## src/rtl/prng_byte_stream.sv

```systemverilog
// Random-byte buffer between the PRNG block source and the sampler datapath.
// Caches one PRNG block, feeds it slice by slice into a circular byte buffer, serves variable-length reads.
module prng_byte_stream #(
  parameter int BLK_W     = 512,
  parameter int SLICE_W   = 128,
  parameter int BUF_BYTES = 32,
  parameter int MAX_RD    = 10
) (
  input  logic                             clk,
  input  logic                             rst_n,
  input  logic                             en,
  input  logic                             init,
  output logic                             blk_req,
  input  logic                             blk_valid,
  input  logic [BLK_W-1:0]                 blk_data,
  input  logic                             rd_req,
  input  logic [$clog2(MAX_RD+1)-1:0]      rd_len,
  output logic                             rd_ready,
  output logic [8*MAX_RD-1:0]              rd_data,
  output logic [$clog2(BUF_BYTES+1)-1:0]   level,
  output logic                             full,
  output logic                             empty
);

  localparam int SLICE_BYTES = SLICE_W / 8;
  localparam int NSLICE      = BLK_W / SLICE_W;
  localparam int PTR_W       = $clog2(BUF_BYTES);
  localparam int SIDX_W      = (NSLICE > 1) ? $clog2(NSLICE) : 1;
  localparam int LEN_W       = $clog2(MAX_RD + 1);
  localparam int LVL_W       = $clog2(BUF_BYTES + 1);

  logic [7:0]         mem [BUF_BYTES];
  logic [BLK_W-1:0]   blk;
  logic [PTR_W-1:0]   rd_ptr;
  logic [PTR_W-1:0]   wr_ptr;
  logic [SIDX_W-1:0]  sidx;
  logic               blk_vld;

  logic               xfer;
  logic               refill;
  logic               rd_fire;
  logic               last_slice;
  logic [SLICE_W-1:0] slice;
  logic [LVL_W-1:0]   level_next;

  assign xfer       = blk_req & blk_valid;
  // Only refill when a whole slice fits, so unread bytes are never overwritten.
  assign refill     = blk_vld & (level <= LVL_W'(BUF_BYTES - SLICE_BYTES));
  assign rd_ready   = (level >= LVL_W'(rd_len));
  assign rd_fire    = rd_req & rd_ready;
  assign last_slice = (sidx == SIDX_W'(NSLICE - 1));
  assign slice      = blk[sidx*SLICE_W +: SLICE_W];
  assign level_next = level
                    + (refill  ? LVL_W'(SLICE_BYTES) : LVL_W'(0))
                    - (rd_fire ? LVL_W'(rd_len)      : LVL_W'(0));

  assign full  = (level == LVL_W'(BUF_BYTES));
  assign empty = (level == LVL_W'(0));

  generate
    for (genvar gi = 0; gi < MAX_RD; gi++) begin : g_rd
      assign rd_data[8*gi +: 8] = (LEN_W'(gi) < rd_len) ? mem[rd_ptr + PTR_W'(gi)] : 8'h00;
    end
  endgenerate

  always_ff @(posedge clk or negedge rst_n) begin
    if (!rst_n) begin
      for (int i = 0; i < BUF_BYTES; i++) mem[i] <= 8'h00;
    end else if (refill && !init) begin
      for (int j = 0; j < SLICE_BYTES; j++) mem[wr_ptr + PTR_W'(j)] <= slice[8*j +: 8];
    end
  end

  always_ff @(posedge clk or negedge rst_n) begin
    if (!rst_n) begin
      blk     <= '0;
      blk_vld <= 1'b0;
      blk_req <= 1'b0;
      sidx    <= '0;
      rd_ptr  <= '0;
      wr_ptr  <= '0;
      level   <= '0;
    end else if (init) begin
      blk_vld <= 1'b0;
      blk_req <= 1'b0;
      sidx    <= '0;
      rd_ptr  <= '0;
      wr_ptr  <= '0;
      level   <= '0;
    end else begin
      // An outstanding request is held until served even if en drops.
      blk_req <= (en | blk_req) & ~blk_vld & ~xfer;
      if (xfer) begin
        blk     <= blk_data;
        blk_vld <= 1'b1;
        sidx    <= '0;
      end else if (refill) begin
        sidx <= last_slice ? '0 : sidx + 1'b1;
        if (last_slice) blk_vld <= 1'b0;
      end
      if (refill)  wr_ptr <= wr_ptr + PTR_W'(SLICE_BYTES);
      if (rd_fire) rd_ptr <= rd_ptr + PTR_W'(rd_len);
      level <= level_next;
    end
  end

endmodule

```

## config.mk

```make
export PLATFORM = sky130hd
export DESIGN_NAME = prng_byte_stream
export DESIGN_NICKNAME = d
export VERILOG_FILES = /design/src/rtl/prng_byte_stream.sv
export SDC_FILE = /design/constraint.sdc
export NUM_CORES = 2
export LEC_CHECK = 0
export ABC_AREA = 1
export ABC_CLOCK_PERIOD_IN_PS = 10000
export CAP_MARGIN = 20
export CELL_PAD_IN_SITES_DETAIL_PLACEMENT = 0
export CELL_PAD_IN_SITES_GLOBAL_PLACEMENT = 1
export CORE_ASPECT_RATIO = 1.75
export CORE_MARGIN = 2
export CORE_UTILIZATION = 37
export DETAILED_ROUTE_END_ITERATION = 16
export GPL_TIMING_DRIVEN = 0
export HOLD_SLACK_MARGIN = 0.06
export PLACE_DENSITY_LB_ADDON = 0.1
export SETUP_SLACK_MARGIN = 0.3
export SLEW_MARGIN = 0
export SYNTH_ARGS = -nofsm -noshare
export SYNTH_HDL_FRONTEND = slang
export SYNTH_SLANG_ARGS = --single-unit
```

## constraint.sdc

```tcl
create_clock -name clk -period 10 [get_ports clk]
set_clock_uncertainty 0.1 [all_clocks]
set_input_delay 2.5 -clock clk [delete_from_list [all_inputs] [get_ports clk]]
set_output_delay 2.5 -clock clk [all_outputs]
set_load 0.05 [all_outputs]
```

* Word-level counts from Yosys, hierarchy flattened *
Cells that the tools add are included.

word-level totals
  register bits after elaboration = 788
  bits of input ports = 522
  output and inout bits = 90
  word-level logic and storage cells = 289

cells by class
  $add $sub $neg = 29
  order comparisons = 54
  equality and inequality tests = 2
  shifts and indexed selects = 1
  muxes and demuxes = 104
  bitwise operators = 35
  reduce and logical (&&, ||, !) cells = 25

operators by type and width
  kind                   count
  $bwmux W256            16
  $demux W8 S5           16
  $shiftx A512 B10 Y128  1
  $bmux W8 S5            10
  $mux W8                46
  $ge A6 B6 Y1 const B   26
  $not A5 Y6             26
  $lt A6 B1 Y1 const B   16
  $add A5 B4 Y5 const B  10
  $add A5 B3 Y5 const B  8
  $mux W5                5
  $add A5 B2 Y5 const B  4
  $logic_and A1 B1 Y1    17
  $lt A3 B4 Y1 const A   4
  $add A5 B1 Y5 const B  2
  $lt A1 B4 Y1 const A   2
  $lt A2 B4 Y1 const A   2
  $lt A4 B4 Y1 const A   2
  $mux W2                4
  $add A6 B5 Y6          1
  $eq A6 B6 Y1 const B   1
  $ge A6 B4 Y1           1
  $le A6 B5 Y1 const B   1
  $logic_not A6 Y1       1
  15 further kinds       28

* Longest topological paths before layout *
  word-level depth = 21
  gate-level depth with buffers = 17
  mapped depth without buffers = 17

* Least setup slack after synthesis *
No wires, ideal clock.

  kind = input-to-output
  start point = input port rd_len[3]
  end point = output port rd_ready
  arrival = 4079 ps
  path slack = 3321 ps
  stages = 4
  buffers on the path = 0
  cells stage by stage = inv_1 -> ha_1 -> nand4_1 -> o21ai_0

on the way
  longest elaborated chain between the ends = 1

ends and longest elaborated chain
  element          line  RTL
  start, declared  17    input logic [$clog2(MAX_RD+1)-1:0] rd_len,
  $ge A6 B4 Y1     49    assign rd_ready = (level >= LVL_W'(rd_len));
  end, declared    18    output logic rd_ready,

No other way between the ends.

* Final worst setup path *
  start point = register rd_ptr[1]
  end point = output port rd_data[41]

on the way
  longest elaborated chain between the ends = 6

ends and longest elaborated chain
  element                                      line  RTL
  start, declared                              34    logic [PTR_W-1:0] rd_ptr;
  start signal, assigned                       102   if (rd_fire) rd_ptr <= rd_ptr + PTR_W'(rd_len);
  $add A5 B3 Y5                                62    assign rd_data[8*gi +: 8] = (LEN_W'(gi) < rd_len) ? mem[rd_ptr + PTR_W'(gi)] : 8'h00;
  $not A5 Y6 (not written as such)             62
  $bmux W8 S5                                  62
  $mux W8 (not written as such) (2 in series)  62
  $mux W8                                      62
  end, declared                                19    output logic [8*MAX_RD-1:0] rd_data,

No other way between the ends. The select of a mux whose other input is x is not followed.

==> results.cfg <==
[cells_and_area]
fin_area_sq_um = 56700
drive_above_1_share_pct = 5.05
final_nets = 8052
syn_to_final_growth_pct = 24.7
final_common_cell = nand2_1
final_cell_mix = nand2_1 (3,259), nand3_1 (1,100), dfrtp_1 (784)

[synth]
avgSynthCellArea_sq_um = 6.69
synth-simple-area-share_pct = 42.8
yosysWarnings = 0
synth_top_family_by_area = simple AND/OR/NAND/NOR gates
async_flop_share_pct = 100
muxShareOfSynthArea_pct = 0
synth_fa_ha_area_share_pct = 0.859
synth_cell_type_count = 35
synth-seq-cells = 784
synth_flop_cell = dfrtp_1
postSynthCellCount = 6795
synth-compound-area-share_pct = 7.42
synth-seq-area-share_pct = 43.2
synth-xor-area-share_pct = 0.493
synth_edf_count = 0
syn-num-nets = 7347
synth_area_sq_um = 45500

[clock_tree]
cts_setup_buffers = 0
clkLatencyLatePin_ps = 700
cts_root_buf = clkbuf_16
cts_tree = built
hold_buffers = 0
cts_num_sinks = 784
h-tree-depth = 3
clk_pin_slew_ps = 70
cts_resized = 0
cts_buffers = 72
max-clock-path-buffers = 3

[drt]
first_pass_iters = 7
vias_per_cell = 6.09
vias = 56300
drtIter0Drc = 7128
wl_per_cell_um = 36.9
detail-route-antenna-nets = 0
drc = 0
routed_wirelength_um = 341000

[setup_path]
r2r-start = level[5]
worstPathMaxFanout = 13
reg2reg_depth = 14
start_kind = flop
path_buf_inv = 7
worstSetupPathType = flop to output pin
worst_setup_path_end_kind = output pin
r2r-end = level[5]
critPathSlowestCell = nand3_1
crit_family = buffers and inverters
worstPathRequired_ps = 7400
worstSetupStartpoint = rd_ptr[1]
crit_chain = inv_2 > buf_2 > buf_1 > ha_1 > buf_2 > inv_2 > clkbuf_1 > nand3_1 > nand3_1 > nand3_1 > nand2_1 > nand2_1 > nand2_1 > nor2_1 > clkdlybuf4s50_1
r2r_slack_ps = 5290
slowest_delay_ps = 1050
cp_data_arrival_time_ps = 6520

[outcome]
status = completed

[floorplanning]
die_w_um = 269
dieArea_sq_um = 126000
boundaryPins = 612
die_y_um = 468
start_util_pct = 37.2
num_rows = 170
core_sq_um = 122000

[job]
max_cap_violations = 0

[pwr]
p_per_area_nw_per_um2 = 348
combPwrFrac_pct = 57.9
power.total_mw = 19.7
p_seq_share_pct = 26.9
ir_worst_vdd_mv = 0.265
p_clk_share_pct = 15.1
leakagePower_nw = 28.6
power.net_switching_mw = 11.3
p_int_mw = 8.42
sw_frac_of_total_pct = 57.3

[grt]
antenna_found_initial = 65
grt_pass1_wl_um = 459000
grt-ovfl-total = 0
grt_max_degree = 125
first_global_vias = 53700
track_usage_pct = 55.2

[hold_path]
min_path_cells = 2
holdCritStartpoint = blk[221]
whs_endpoint = blk[221]
hold_class = flop to flop

[timing]
setup_viol = 0
finalMaxSlewViolations = 0
slew_headroom_pct = 12.2
fin_tns_setup_ps = 0
period_needed_ps = 9120
timing.fmax_ghz = 0.110
worst_pin_slew_ps = 1320
whs_ps = 366
grt_setup_unrepaired = false
hold_viol = 0
period_share_pct = 91.2

[placed_design]
dp.final_hpwl_um = 262000
gp_congestion = 1.20
place_area_sq_um = 53900
portBuffers = 610
-- cells by family (layout without fill, tap and decap cells) --
| logic type | count (synthesis) | in the layout |
|---|---|---|
| compound gates | 637 | 637 |
| xor+xnor | 17 | 17 |
| fa+ha+maj | 30 | 30 |
| buf+inv | 519 | 1275 |
| flops | 784 | 784 |
| other cells | 0 | 63 |
| simple gates | 4808 | 4808 |
-- through the flow --
step	setup slack [ps]	utilization, %	std cells
6_report	882	46.3	9248
5_1_grt	994	46.2	9191
4_1_cts	1400	46.1	9177
3_5_place_dp	1430	44.1	9052
3_3_place_gp	-28330	43.8	9039
2_1_floorplan	3320	-	6795
-- routing by layer --
layer	track usage, %	wire [um]	vias up
met5	0.979	306	-
met4	60.6	47600	30
met3	27.5	41800	1629
met2	79.9	145000	4238
met1	54.2	106000	26900
li1	-	-	23500
-- synthesized netlist by cell type (2+ instances only) --
library cell  number  share of area [%]
clkinv_1           2              0.017
buf_6              7               0.17
inv_1             40               0.33
o21ai_2            2              0.039
nand4_1            3              0.041
fa_1               2              0.088
ha_1              28               0.77
nand2_1         3259                 27
o21ai_0          391                4.3
buf_1             31               0.26
nor2_1           428                3.5
o22ai_1          128                1.8
buf_2            156                1.7
clkbuf_1         220                1.8
buf_4             47               0.78
inv_2             14               0.12
a21oi_1           82               0.90
xor2_2             5               0.18
nor2_2             2              0.028
nand3_1         1100                 12
xor2_1             9               0.17
o21ai_1           27               0.30
nand2_2            2              0.028
dfrtp_1          784                 43
nor3_1            12               0.13
o21a_1             5              0.083
-- tightest hold or removal path, cell delays in order (launching register included) --
cell	delay, ps
dfrtp_1	340
nand2_1	50
nand2_1	50
-- final cells by class --
class,instances,area [sq um]
Multi-Input combinational cell,5492,23500
Timing Repair Buffer,631,6490
Clock inverter,23,383
Inverter,58,221
Antenna cell,63,158
Sequential cell,784,19600
Buffer,461,2150
Fill cell,12600,65600
Tap cell,1634,2040
Clock buffer,102,2110
-- power groups by stage --
| stage | Clock [mW] | Sequential [mW] | Combinational [mW] |
|---|---|---|---|
| after floorplan | 0 | 4.42 | 5.82 |
| after global placement | 0 | 5.14 | 10.4 |
| after detailed placement | 0 | 5.14 | 10.4 |
| after CTS | 2.96 | 5.09 | 10.5 |
| after global routing | 3.08 | 5.26 | 11.8 |
| final | 2.98 | 5.31 | 11.4 |
-- flip-flops by register name, indices dropped and copies added, names as in the netlist --
register	count
level	6
blk	512
wr_ptr	1
mem	256
blk_vld	1
blk_req	1
rd_ptr	5
sidx	2
-- worst max-delay path by stage --
stage,to,slack (ps),depth (start not counted)
global placement,blk[154],-28330,1
global route,rd_data[39],990,9
CTS,rd_data[39],1400,9
detailed placement,rd_data[39],1430,9
floorplan,rd_ready,3320,4
finish,rd_data[41],880,15
No activity file was read; power rests on OpenSTA's default activity.
